## config.mk

```make
export PLATFORM = sky130hd
export DESIGN_NAME = mult_share_sched
export DESIGN_NICKNAME = d
export VERILOG_FILES = /design/src/rtl/mult_share_sched_pkg.sv /design/src/rtl/mult_share_sched_add_shift_core.sv /design/src/rtl/mult_share_sched.sv
export SDC_FILE = /design/constraint.sdc
export NUM_CORES = 1
export LEC_CHECK = 0
export BUFFER_PORTS_ARGS = -buffer_cell sky130_fd_sc_hd__buf_4
export CAP_MARGIN = 0
export CORE_ASPECT_RATIO = 0.6
export CORE_MARGIN = 1.5
export CORE_UTILIZATION = 53
export DETAILED_ROUTE_END_ITERATION = 7
export GPL_TIMING_DRIVEN = 0
export PLACE_DENSITY = 0.83
export SLEW_MARGIN = 10
export SYNTH_ARGS = -nofsm -noshare
export SYNTH_HDL_FRONTEND = slang
export SYNTH_SLANG_ARGS = --single-unit
export TNS_END_PERCENT = 30
```

## constraint.sdc

```tcl
create_clock -name clk -period 2 [get_ports clk]
set_input_delay 0.4 -clock clk [delete_from_list [all_inputs] [get_ports clk]]
set_output_delay 0.4 -clock clk [all_outputs]
set_load 0.02 [all_outputs]
```

## src/rtl/mult_share_sched_pkg.sv

```systemverilog
// Shared definitions for the add-shift multiplier scheduler.
package mult_share_sched_pkg;

  typedef enum logic [1:0] {
    ST_IDLE = 2'd0,
    ST_RUN  = 2'd1,
    ST_DONE = 2'd2
  } state_t;

  localparam int unsigned NREQ = 2;

  function automatic int unsigned clog2(input int unsigned v);
    int unsigned r;
    r = 0;
    for (int unsigned i = 0; i < 32; i++) begin
      if ((32'd1 << i) < v) r = i + 1;
    end
    return r;
  endfunction

endpackage

```

## src/rtl/mult_share_sched_add_shift_core.sv

```systemverilog
// Sequential add-shift multiplier datapath: one partial-product step per clock.
module add_shift_core
  import mult_share_sched_pkg::*;
#(
  parameter int unsigned WIDTH = 4
) (
  input  logic               clk,
  input  logic               rst_n,
  input  logic               i_load,
  input  logic               i_step,
  input  logic [WIDTH-1:0]   i_x,
  input  logic [WIDTH-1:0]   i_y,
  output logic [2*WIDTH-1:0] o_prod_next,
  output logic               o_last
);

  localparam int unsigned CW = clog2(WIDTH + 1);

  logic [WIDTH-1:0] r_mcand;
  logic [2*WIDTH:0] r_acc;
  logic [CW-1:0]    r_cnt;
  logic [WIDTH:0]   w_sum;
  logic [2*WIDTH:0] w_acc_next;

  // Upper half is WIDTH+1 bits so the carry out of the add survives the shift.
  always_comb begin
    w_sum      = r_acc[2*WIDTH:WIDTH] + (r_acc[0] ? {1'b0, r_mcand} : '0);
    w_acc_next = {w_sum, r_acc[WIDTH-1:0]} >> 1;
  end

  assign o_prod_next = w_acc_next[2*WIDTH-1:0];
  assign o_last      = (r_cnt == CW'(1));

  always_ff @(posedge clk or negedge rst_n) begin
    if (!rst_n) begin
      r_mcand <= '0;
      r_acc   <= '0;
      r_cnt   <= '0;
    end else if (i_load) begin
      r_mcand <= i_x;
      r_acc   <= {{(WIDTH+1){1'b0}}, i_y};
      r_cnt   <= CW'(WIDTH);
    end else if (i_step) begin
      r_acc   <= w_acc_next;
      r_cnt   <= r_cnt - 1'b1;
    end
  end

endmodule

```

## src/rtl/mult_share_sched.sv

```systemverilog
// Round-robin scheduler sharing one add-shift multiplier between two requesters.
module mult_share_sched
  import mult_share_sched_pkg::*;
#(
  parameter int unsigned WIDTH = 4
) (
  input  logic               clk,
  input  logic               rst_n,
  input  logic [NREQ-1:0]    req,
  input  logic [WIDTH-1:0]   x0,
  input  logic [WIDTH-1:0]   y0,
  input  logic [WIDTH-1:0]   x1,
  input  logic [WIDTH-1:0]   y1,
  output logic [NREQ-1:0]    ack,
  output logic               busy,
  output logic               out_valid,
  output logic               out_id,
  output logic [2*WIDTH-1:0] p
);

  state_t             r_state;
  logic               r_prio;
  logic               r_id;
  logic [NREQ-1:0]    r_ack;
  logic               r_busy;
  logic               r_out_valid;
  logic               r_out_id;
  logic [2*WIDTH-1:0] r_p;

  logic               w_winner;
  logic               w_load;
  logic               w_step;
  logic               w_last;
  logic [WIDTH-1:0]   w_x;
  logic [WIDTH-1:0]   w_y;
  logic [2*WIDTH-1:0] w_prod_next;

  always_comb begin
    w_winner = (req == 2'b11) ? r_prio : req[1];
    w_x      = w_winner ? x1 : x0;
    w_y      = w_winner ? y1 : y0;
    w_load   = (r_state == ST_IDLE) && (req != '0);
    w_step   = (r_state == ST_RUN);
  end

  add_shift_core #(.WIDTH(WIDTH)) u_core (
    .clk         (clk),
    .rst_n       (rst_n),
    .i_load      (w_load),
    .i_step      (w_step),
    .i_x         (w_x),
    .i_y         (w_y),
    .o_prod_next (w_prod_next),
    .o_last      (w_last)
  );

  // p is taken from the final step's result so it updates on the out_valid edge.
  always_ff @(posedge clk or negedge rst_n) begin
    if (!rst_n) begin
      r_state     <= ST_IDLE;
      r_prio      <= 1'b0;
      r_id        <= 1'b0;
      r_ack       <= '0;
      r_busy      <= 1'b0;
      r_out_valid <= 1'b0;
      r_out_id    <= 1'b0;
      r_p         <= '0;
    end else begin
      r_ack       <= '0;
      r_out_valid <= 1'b0;
      case (r_state)
        ST_IDLE: begin
          if (w_load) begin
            r_ack[w_winner] <= 1'b1;
            r_busy          <= 1'b1;
            r_id            <= w_winner;
            r_prio          <= ~w_winner;
            r_state         <= ST_RUN;
          end
        end
        ST_RUN: begin
          if (w_last) begin
            r_state     <= ST_DONE;
            r_out_valid <= 1'b1;
            r_out_id    <= r_id;
            r_p         <= w_prod_next;
          end
        end
        ST_DONE: begin
          r_state <= ST_IDLE;
          r_busy  <= 1'b0;
        end
        default: r_state <= ST_IDLE;
      endcase
    end
  end

  assign ack       = r_ack;
  assign busy      = r_busy;
  assign out_valid = r_out_valid;
  assign out_id    = r_out_id;
  assign p         = r_p;

endmodule

```

==> impl_metrics.csv, run 1 <==
group,metric,value,unit
clocking,htree_levels,2,
sta,setup-tns-final,0,ps
worst_setup_path,crit_chain,"and2_1, ha_1, fa_1, a21o_1, a21oi_1, o22ai_1",
clocking,cts_setup_buffers,0,
layout,final_cell_area,1940,um^2
sta,fin_crit_sh,89.3,%
worst_setup_path,criticalPathCategory,"reg2reg",
job,drv_cap,0,
route,drc_errors,0,
floorplan,placementRows,14,
floorplan,die_y,44.9,um
layout,n_antenna_cell,0,
clocking,cts_tree,"yes",
worst_setup_path,r2r-end,"u_core.r_acc[7]",
synth,syn_inst,133,
route,vias_per_cell,5.63,
route,first_pass_iters,5,
worst_setup_path,critPathMaxStageDelay,420,ps
worst_setup_path,start_kind,"register",
sta,drv_slew,0,
sta,period_needed,1790,ps
clocking,cts_buffers,5,
floorplan,start_util,58.8,%
grt,overflow,0,
floorplan,die_area,3280,um^2
clocking,cts_root_buffer,"clkbuf_8",
route,postRouteAntennaNets,0,
route,drt_iter0_drc,117,
power_and_ir_drop,p_per_area,1550,nW/um^2
grt,grt_usage,23.6,%
place,post_dp_cell_area,1840,um^2
clocking,hold_buffers,0,
worst_setup_path,worst-path-buf-inv,0,
synth,synth.avg_cell_area,11.7,um^2
outcome,status,"complete, no violations",
floorplan,core_area,2650,um^2
grt,antenna_found_initial,0,
layout,areaGrowthSynthToFinish,25.1,%
layout,fillers,178,
synth,synthFlopType,"dfrtp_1",
sta,hold_viol_final,0,
grt,grt_pass1_vias,1142,
clocking,cts_resized,0,
synth,synthDistinctLibCells,39,
floorplan,io_pins,33,
synth,yosysWarningCount,0,
place,dp_hpwl,2400,um
route,dr_total_vias,1193,
min_path,worstHoldPathType,"in2async",
route,wl_per_cell,15.8,um
worst_setup_path,reg2reg_slack,210,ps
route,wl,3340,um
clocking,clk_path_buf_depth,2,
power_and_ir_drop,leakage,0.937,nW
place,gp_congestion,0.957,
layout,drive_gt1_share,32.0,%
synth,synth_seq_area_share,51.5,%
sta,worstMarginPinSlew,696,ps
clocking,clock-sinks,32,
synth,yosys_register_bits,32,
worst_setup_path,end_kind,"register",
worst_setup_path,cp_top_family,"adder cells",
sta,relSlewSlack,53.3,%
sta,fin_skew,4.57,ps
clocking,clk_latency,290,ps
sta,grt_setup_unrepaired,"no",
power_and_ir_drop,ir_drop,0.999,mV
worst_setup_path,cp.required,2170,ps
synth,synth_area,1550,um^2
worst_setup_path,timing.rr.start,"u_core.r_acc[0]",
worst_setup_path,cp_max_fo,5,
grt,grt_max_degree,33,
synth,async_flop_share,100,%
synth,synth_edf_count,0,
worst_setup_path,rr_worst_depth,6,
clocking,path_clk_slew,70,ps
place,port_buffers,31,
worst_setup_path,arrival,1950,ps
synth,synth_fp_nets,160,
grt,grt_pass1_wl,5620,um
layout,fin_nets,198,
worst_setup_path,startpoint,"u_core.r_acc[0]",
worst_setup_path,worst_path_max_delay_cell,"dfrtp_1",
floorplan,die_w,72.9,um
sta,fmax,560,MHz
sta,setup_viol,0,
-- flip-flops by register name, summed over array words and instances, names as in the netlist --
name            cells
ack                 2
busy                1
out_id              1
out_valid           1
p                   8
r_id                1
r_prio              1
r_state             2
u_core.r_acc        8
u_core.r_cnt        3
u_core.r_mcand      4
-- worst max path at each step --
stage / endpoint / cells after the start
finish: u_core.r_acc[7] / 6
global route: u_core.r_acc[7] / 6
CTS: u_core.r_acc[7] / 6
detailed placement: u_core.r_acc[7] / 6
global placement: u_core.r_acc[7] / 6
floorplan: u_core.r_acc[7] / 6
-- cell usage in the layout, fill, tap and decap left out, types with 5 or more instances in the layout --
cell      netlist  final
ha_1            6      6
and2_1          6      6
nand2_1         5      5
nand3_1         6      6
dfrtp_1        32     32
a21oi_1         9      9
and3_1          5      5
clkbuf_8        0      5
buf_4           1     32
mux2_2          5      5
-- Yosys cell counts (2+ instances only) --
| cell type | number | area share [%] |
|---|---|---|
| nand3_1 | 6 | 1.9 |
| a21o_1 | 3 | 1.4 |
| inv_1 | 4 | 0.97 |
| mux2_2 | 5 | 3.6 |
| a221o_1 | 4 | 2.6 |
| buf_6 | 4 | 2.9 |
| o22ai_1 | 3 | 1.2 |
| and3_1 | 5 | 2.0 |
| nand2_1 | 5 | 1.2 |
| and2_1 | 6 | 2.4 |
| nor2_1 | 4 | 0.97 |
| o21ai_0 | 3 | 0.97 |
| ha_1 | 6 | 4.8 |
| a32oi_1 | 4 | 2.3 |
| o21a_1 | 2 | 0.97 |
| nand2b_1 | 3 | 1.2 |
| a21oi_1 | 9 | 2.9 |
| dfrtp_1 | 32 | 52 |
| nand4_1 | 2 | 0.81 |
| a31oi_1 | 4 | 1.6 |
-- per-layer routing --
| layer | vias up | wire, um | track usage [%] |
|---|---|---|---|
| met5 | - | 0 | 0 |
| met4 | 0 | 60 | 10.2 |
| met3 | 7 | 217 | 6.70 |
| met2 | 44 | 1520 | 35.2 |
| met1 | 574 | 1550 | 32.9 |
| li1 | 568 | - | - |
-- stage by stage --
stage | hold slack (ps) | instances | power [mW] | setup slack (ps) | utilization, %
detailed placement | 356 | 204 | 2.39 | 234 | 69.4
finish | 29.4 | 212 | 3.01 | 213 | 73.5
global route | 56.9 | 212 | 3.20 | 97.6 | 73.5
global placement | 347 | 204 | 2.33 | 272 | 69.4
floorplan | 104 | 133 | 1.96 | 353 | -
CTS | 45.9 | 212 | 3.02 | 214 | 73.5
-- area by class of cell --
type	instances	area, um^2	share of cell area (%)
Clock buffer	6	72.6	3.73
Multi-Input combinational cell	90	677	34.8
Inverter	4	15.0	0.772
Tap cell	40	50.0	2.57
Buffer	7	61.3	3.15
Sequential cell	32	801	41.2
Timing Repair Buffer	31	233	12.0
Clock inverter	2	35.0	1.80
-- where the power goes --
group	total, mW	leakage, nW	internal [mW]	switching, mW
registers	1.12	0.396	0.925	0.195
logic	1.29	0.486	0.609	0.677
clock network	0.607	0.0552	0.369	0.238
-- cells by family (layout without fill, tap and decap cells) --
kind of cell	after synthesis	after routing	share of synthesized area, %
XOR/XNOR	1	1	0.564
AND/OR/NAND/NOR	37	37	14.6
flip-flops	32	32	51.5
AO/OA/AOI/OAI	39	39	18.0
buffers and inverters	11	50	4.91
adder cells (fa/ha/maj)	7	7	6.12
multiplexers	6	6	4.35
No activity file was read; power rests on OpenSTA's default activity.
==> inputs of run 2 (changes only) <==
--- a/config.mk
+++ b/config.mk
@@ -5,11 +5,13 @@
 export SDC_FILE = /design/constraint.sdc
 export NUM_CORES = 1
 export LEC_CHECK = 0
+export ABC_AREA = 1
 export BUFFER_PORTS_ARGS = -buffer_cell sky130_fd_sc_hd__buf_4
-export CAP_MARGIN = 0
+export CAP_MARGIN = 40
 export CORE_ASPECT_RATIO = 0.6
 export CORE_MARGIN = 1.5
 export CORE_UTILIZATION = 53
+export CTS_CLUSTER_DIAMETER = 100
 export DETAILED_ROUTE_END_ITERATION = 7
 export GPL_TIMING_DRIVEN = 0
 export PLACE_DENSITY = 0.83
==> run 2 against run 1 <==
  * Power increased by 5.5%
  * Count of clock-buffer cells in the layout up 1
  * Setup slack improved by 130 ps
  * First-iteration DRC count shrank 6.0%
==> impl_metrics.csv, run 2 <==
group,metric,value,unit
place,port_buffers,32,
floorplan,core_area,2850,um^2
worst_setup_path,rr_worst_depth,8,
outcome,status,"complete, no violations",
grt,use_met1,29.6,%
sta,period_needed,1650,ps
clocking,path_clk_slew,70,ps
synth,synth_edf_count,0,
clocking,cts_root_buffer,"clkbuf_8",
worst_setup_path,startpoint,"u_core.r_acc[0]",
place,dp_hpwl,2550,um
grt,gr-usage-met3,8.63,%
synth,synthMostInstantiatedCell,"nand2_1",
route,drc_errors,0,
min_path,worstHoldPathType,"in2async",
grt,antenna_found_initial,0,
route,wl_per_cell,13.3,um
grt,grt_pass1_vias,1255,
synth,yosys_register_bits,32,
synth,synthFlopType,"dfrtp_1",
grt,overflow,0,
sta,whs,46.2,ps
worst_setup_path,end_kind,"register",
grt,grt_usage,23.7,%
route,wl,3380,um
sta,relSlewSlack,72.6,%
grt,use_met2,39.3,%
route,first_pass_iters,4,
synth,synthDistinctLibCells,25,
worst_setup_path,r2r-end,"u_core.r_acc[7]",
synth,syn_inst,173,
sta,hold_viol_final,0,
floorplan,io_pins,33,
sta,drv_slew,0,
synth,yosysWarningCount,0,
layout,drive_gt1_share,30.7,%
synth,synth_area_leaders,"dfrtp_1 50%, nand2_1 13%, ha_1 4.7%",
grt,grt_pass1_wl,5620,um
sta,fin_skew,6.27,ps
floorplan,die_w,73.7,um
synth,async_flop_share,100,%
grt,grt-busiest-layer,"met2",
synth,synth_top_area_cell,"dfrtp_1",
clocking,hold_buffers,0,
sta,fin_crit_sh,82.7,%
clocking,cts_resized,0,
clocking,clock-sinks,32,
place,gp_congestion,0.819,
clocking,cts_setup_buffers,0,
worst_setup_path,cp_max_fo,5,
power_and_ir_drop,ir_drop,0.626,mV
synth,synth_compound_area_share,9.99,%
sta,setup_viol,0,
clocking,cts_tree,"yes",
floorplan,start_util,55.7,%
sta,setup-tns-final,0,ps
clocking,htree_levels,2,
sta,grt_setup_unrepaired,"no",
worst_setup_path,criticalPathCategory,"reg2reg",
job,drv_cap,0,
worst_setup_path,start_kind,"register",
route,dr_total_vias,1256,
clocking,cts_buffers,5,
route,postRouteAntennaNets,0,
floorplan,die_y,45.4,um
route,drt_iter0_drc,110,
synth,synth_mux_area_share,0,%
floorplan,die_area,3350,um^2
clocking,clk_path_buf_depth,2,
route,vias_per_cell,4.94,
layout,layout_common_cells,"57 x nand2_1, 32 x dfrtp_1, 32 x buf_4",
synth,synth_fp_nets,200,
synth,synth_top_area_share,50.4,%
layout,areaGrowthSynthToFinish,24.5,%
grt,grt_max_degree,33,
worst_setup_path,arrival,1830,ps
layout,fin_nets,239,
worst_setup_path,reg2reg_slack,350,ps
clocking,clk_latency,280,ps
power_and_ir_drop,leakage,1.08,nW
worst_setup_path,timing.rr.start,"u_core.r_acc[0]",
synth,synthTopCellsByCount,"57 x nand2_1, 32 x dfrtp_1, 19 x inv_1, 13 x nand3_1",
synth,synth.avg_cell_area,9.19,um^2
synth,synth-simple-area-share,26.1,%
synth,synth_area,1590,um^2
floorplan,placementRows,15,
synth,synth_seq_area_share,50.4,%
synth,synth_xor_area_share,0.551,%
sta,worstMarginPinSlew,411,ps
sta,fmax,605,MHz
synth,synth_top_family_by_area,"simple AND/OR/NAND/NOR gates",
layout,final_common_cell,"nand2_1",
worst_setup_path,cp.required,2180,ps
synth,synth-adder-area-share,5.98,%
power_and_ir_drop,p_per_area,1610,nW/um^2
layout,n_antenna_cell,0,
run 2: final cells by class:
cell class	instances	area (um^2)
well taps	42	52.6
fillers	237	873
clock buffers	7	96.3
plain buffers	2	22.5
repair buffers	32	240
inverters	23	88.8
flip-flops and latches	32	801
multi-input cells	116	678
run 2: logic make-up after synthesis:
group | after synthesis
buffers and inverters | 25
and+or+nand+nor | 86
DFF | 32
AOI/OAI and AO/OA | 22
xor gates and xnor gates | 1
adders and majority gates | 7
run 2: through the flow:
step	setup slack [ps]	instance area [um^2]	power, mW	cells	utilization (%)
6_report	346	1980	3.18	254	69.4
5_1_grt	226	1980	3.42	254	69.4
4_1_cts	336	1980	3.20	254	69.4
3_5_place_dp	349	1880	2.66	247	66.0
3_3_place_gp	404	1880	2.56	247	66.0
2_1_floorplan	510	1590	2.17	173	-
run 2: critical path, stage by stage, from the launching register on:
cell and delay (ps):
dfrtp_1 420, nand2_1 70, inv_1 40, ha_1 210, fa_1 420, a21oi_1 170, o21bai_1 100, nand2_1 60
nand2_1 40
run 2: worst max-delay path by stage:
stage / to / depth (start not counted)
floorplan: u_core.r_acc[7] / 8
global placement: u_core.r_acc[7] / 8
detailed placement: u_core.r_acc[7] / 8
CTS: u_core.r_acc[7] / 8
global route: u_core.r_acc[7] / 8
finish: u_core.r_acc[7] / 8
run 2: routing by layer:
metal  up-vias  routed length, um
li1        629                  -
met1       595               1590
met2        28               1610
met3         4                158
met4         0                 21
met5         -                  0
run 2: where the power goes:
| group | internal (mW) | switching (mW) | total [mW] |
|---|---|---|---|
| clock | 0.306 | 0.230 | 0.536 |
| combinational | 0.600 | 0.933 | 1.53 |
| sequential | 0.935 | 0.176 | 1.11 |
| total | 1.84 | 1.34 | 3.18 |
==> inputs of run 3 (changes only) <==
--- a/config.mk
+++ b/config.mk
@@ -10,11 +10,11 @@
 export CAP_MARGIN = 40
 export CORE_ASPECT_RATIO = 0.6
 export CORE_MARGIN = 1.5
-export CORE_UTILIZATION = 53
+export CORE_UTILIZATION = 48
 export CTS_CLUSTER_DIAMETER = 100
 export DETAILED_ROUTE_END_ITERATION = 7
 export GPL_TIMING_DRIVEN = 0
-export PLACE_DENSITY = 0.83
+export PLACE_DENSITY = 0.79
 export SLEW_MARGIN = 10
 export SYNTH_ARGS = -nofsm -noshare
 export SYNTH_HDL_FRONTEND = slang
==> constraint.sdc (replaced) <==
create_clock -name clk -period 1.5 [get_ports clk]
set_input_delay 0.3 -clock clk [delete_from_list [all_inputs] [get_ports clk]]
set_output_delay 0.3 -clock clk [all_outputs]
set_load 0.02 [all_outputs]
==> run 3 against run 2 <==
  * The flow now finishes with violations (setup timing)
  * Sequential share of layout area is 2.2 points lower
  * Wire length is 6.2% higher
  * Fmax is 4.1% higher
  * Setup slack worse by 430 ps
  * Non-clock buffer count is 5 higher
  * Cell count is 2.4% higher
  * Clock power is 67% higher
  * Critical path depth stayed put
  * Count of clock-buffer cells in the layout stayed put
  * Utilization is 0.24 points higher
==> impl_metrics.csv, run 3 (synthesis results as in run 2) <==
group,metric,value,unit
sta,fin_skew,6.06,ps
place,dp_slack,-119,ps
worst_setup_path,rr_worst_depth,8,
grt,grt_pass1_vias,1333,
clocking,cts_tree,"yes",
route,drt_iter0_drc,55,
power_and_ir_drop,ir_drop,0.881,mV
layout,fin_cells,260,
sta,drv_slew,0,
sta,period_needed,1590,ps
grt,grt_max_degree,33,
sta,hold_viol_final,0,
worst_setup_path,cp_max_fo,2,
worst_setup_path,worst_path_max_delay_cell,"fa_2",
place,gp_congestion,0.882,
layout,areaGrowthSynthToFinish,31.5,%
route,wl,3580,um
layout,n_antenna_cell,0,
job,drv_cap,0,
place,port_buffers,32,
power_and_ir_drop,leakage,1.11,nW
grt,grt_pass1_wl,5990,um
route,vias_per_cell,5.07,
floorplan,die_area,3680,um^2
floorplan,die_y,47.6,um
min_path,whs_path_depth,3,
min_path,min-delay-start,"x0[2]",
outcome,violations,"setup timing",
min_path,min_to,"u_core.r_mcand[2]",
layout,drive_gt1_share,36.2,%
sta,fin_crit_sh,106,%
worst_setup_path,crit_chain,"nand2_1, inv_2, ha_4, fa_2, a21oi_2, o21bai_1, nand2_1, nand2_1",
grt,antenna_found_initial,0,
grt,grt_usage,21.8,%
sta,setup_viol,6,
clocking,cts_root_buffer,"clkbuf_8",
worst_setup_path,reg2reg_slack,-90,ps
sta,grt_setup_unrepaired,"yes",
clocking,path_clk_slew,70,ps
layout,layout_common_cells,"57 x nand2_1, 36 x buf_4, 32 x dfrtp_1",
power_and_ir_drop,p_per_area,2230,nW/um^2
worst_setup_path,cp_top_family,"adder cells",
worst_setup_path,start_kind,"register",
layout,final_common_cell,"nand2_1",
outcome,status,"finished, violations left",
place,dp_hpwl,2620,um
route,postRouteAntennaNets,0,
clocking,clock-sinks,32,
route,wl_per_cell,13.8,um
layout,fin_nets,244,
route,drc_errors,0,
worst_setup_path,worst-path-buf-inv,1,
floorplan,io_pins,33,
sta,relSlewSlack,73.5,%
worst_setup_path,critPathMaxStageDelay,410,ps
worst_setup_path,cpMostUsedCell,"nand2_1",
worst_setup_path,cp.required,1670,ps
grt,overflow,0,
clocking,clk_path_buf_depth,2,
clocking,htree_levels,2,
worst_setup_path,criticalPathCategory,"reg2reg",
floorplan,die_w,77.3,um
clocking,cts_buffers,5,
worst_setup_path,r2r-end,"p[7]",
floorplan,start_util,53.0,%
floorplan,placementRows,15,
sta,fin_ws,-88.4,ps
min_path,worstHoldPathType,"in2reg",
sta,fmax,630,MHz
clocking,clk_latency,280,ps
place,dpl.cell_count,247,
floorplan,core_area,3000,um^2
route,first_pass_iters,4,
sta,worstMarginPinSlew,398,ps
route,dr_total_vias,1318,
worst_setup_path,end_kind,"register",
worst_setup_path,timing.rr.start,"u_core.r_mcand[0]",
worst_setup_path,arrival,1760,ps
[run 3: cell count changes in the layout (fill, tap and decap cells not counted), sizes merged]
| cell | delta |
|---|---|
| dlygate4sd3 | +1 |
| bufinv | +1 |
| buf | +4 |
[run 3: routing by layer]
metal	global-route usage (%)	part of all wire (%)	wire, um	vias to the layer above
li1	-	-	-	636
met1	27.0	45	1630	634
met2	37.7	47	1680	38
met3	5.71	5.6	202	10
met4	10.2	2.0	71	0
met5	0	0	0	-
[run 3: area by class of cell]
| cell class | instances | area, um^2 |
|---|---|---|
| Clock buffer | 7 | 96.3 |
| Clock inverter | 1 | 30.0 |
| Buffer | 2 | 22.5 |
| Tap cell | 42 | 52.6 |
| Timing Repair Buffer | 37 | 280 |
| Sequential cell | 32 | 801 |
| Multi-Input combinational cell | 116 | 719 |
| Inverter | 23 | 88.8 |
| Fill cell | 226 | 912 |
[run 3: timing repair]
action                     4_1_cts  5_1_grt
setup endpoints to repair        5       11
buffers inserted                 1        3
resized for setup                6        5
pin swaps                        0        9
hold endpoints to repair        32        0
hold buffers                     1        0
[run 3: worst max path at each step]
stage	to	start	cells past startpoint
CTS	p[7]	u_core.r_acc[0]	8
finish	p[7]	u_core.r_mcand[0]	8
global placement	u_core.r_acc[7]	u_core.r_acc[0]	8
floorplan	u_core.r_acc[7]	u_core.r_acc[0]	8
detailed placement	p[7]	u_core.r_acc[0]	8
global route	p[7]	u_core.r_mcand[0]	8
[run 3: per-stage QoR]
stage | area (um^2) | hold WS, ps | setup TNS, ps | util [%] | power (mW)
floorplan | 1590 | 4.41 | 0 | - | 2.90
global placement | 1880 | 257 | -243 | 62.7 | 3.42
detailed placement | 1880 | 256 | -301 | 62.7 | 3.54
CTS | 2050 | 221 | -45.3 | 68.3 | 4.54
global route | 2090 | 236 | -585 | 69.6 | 4.99
finish | 2090 | 229 | -280 | 69.6 | 4.65
[run 3: worst register-to-register path, stage by stage, from the launching register on]
cell and delay (ps):
dfrtp_1 400, nand2_1 80, inv_2 50, ha_4 160
fa_2 410, a21oi_2 130, o21bai_1 110, nand2_1 100
nand2_1 50
[run 3: report_power, final]
group	internal, mW	leakage, nW	total [mW]	switching, mW
Clock	0.586	0.0645	0.894	0.309
Sequential	1.25	0.396	1.49	0.242
Combinational	0.930	0.654	2.27	1.34
Total	2.76	1.11	4.65	1.89
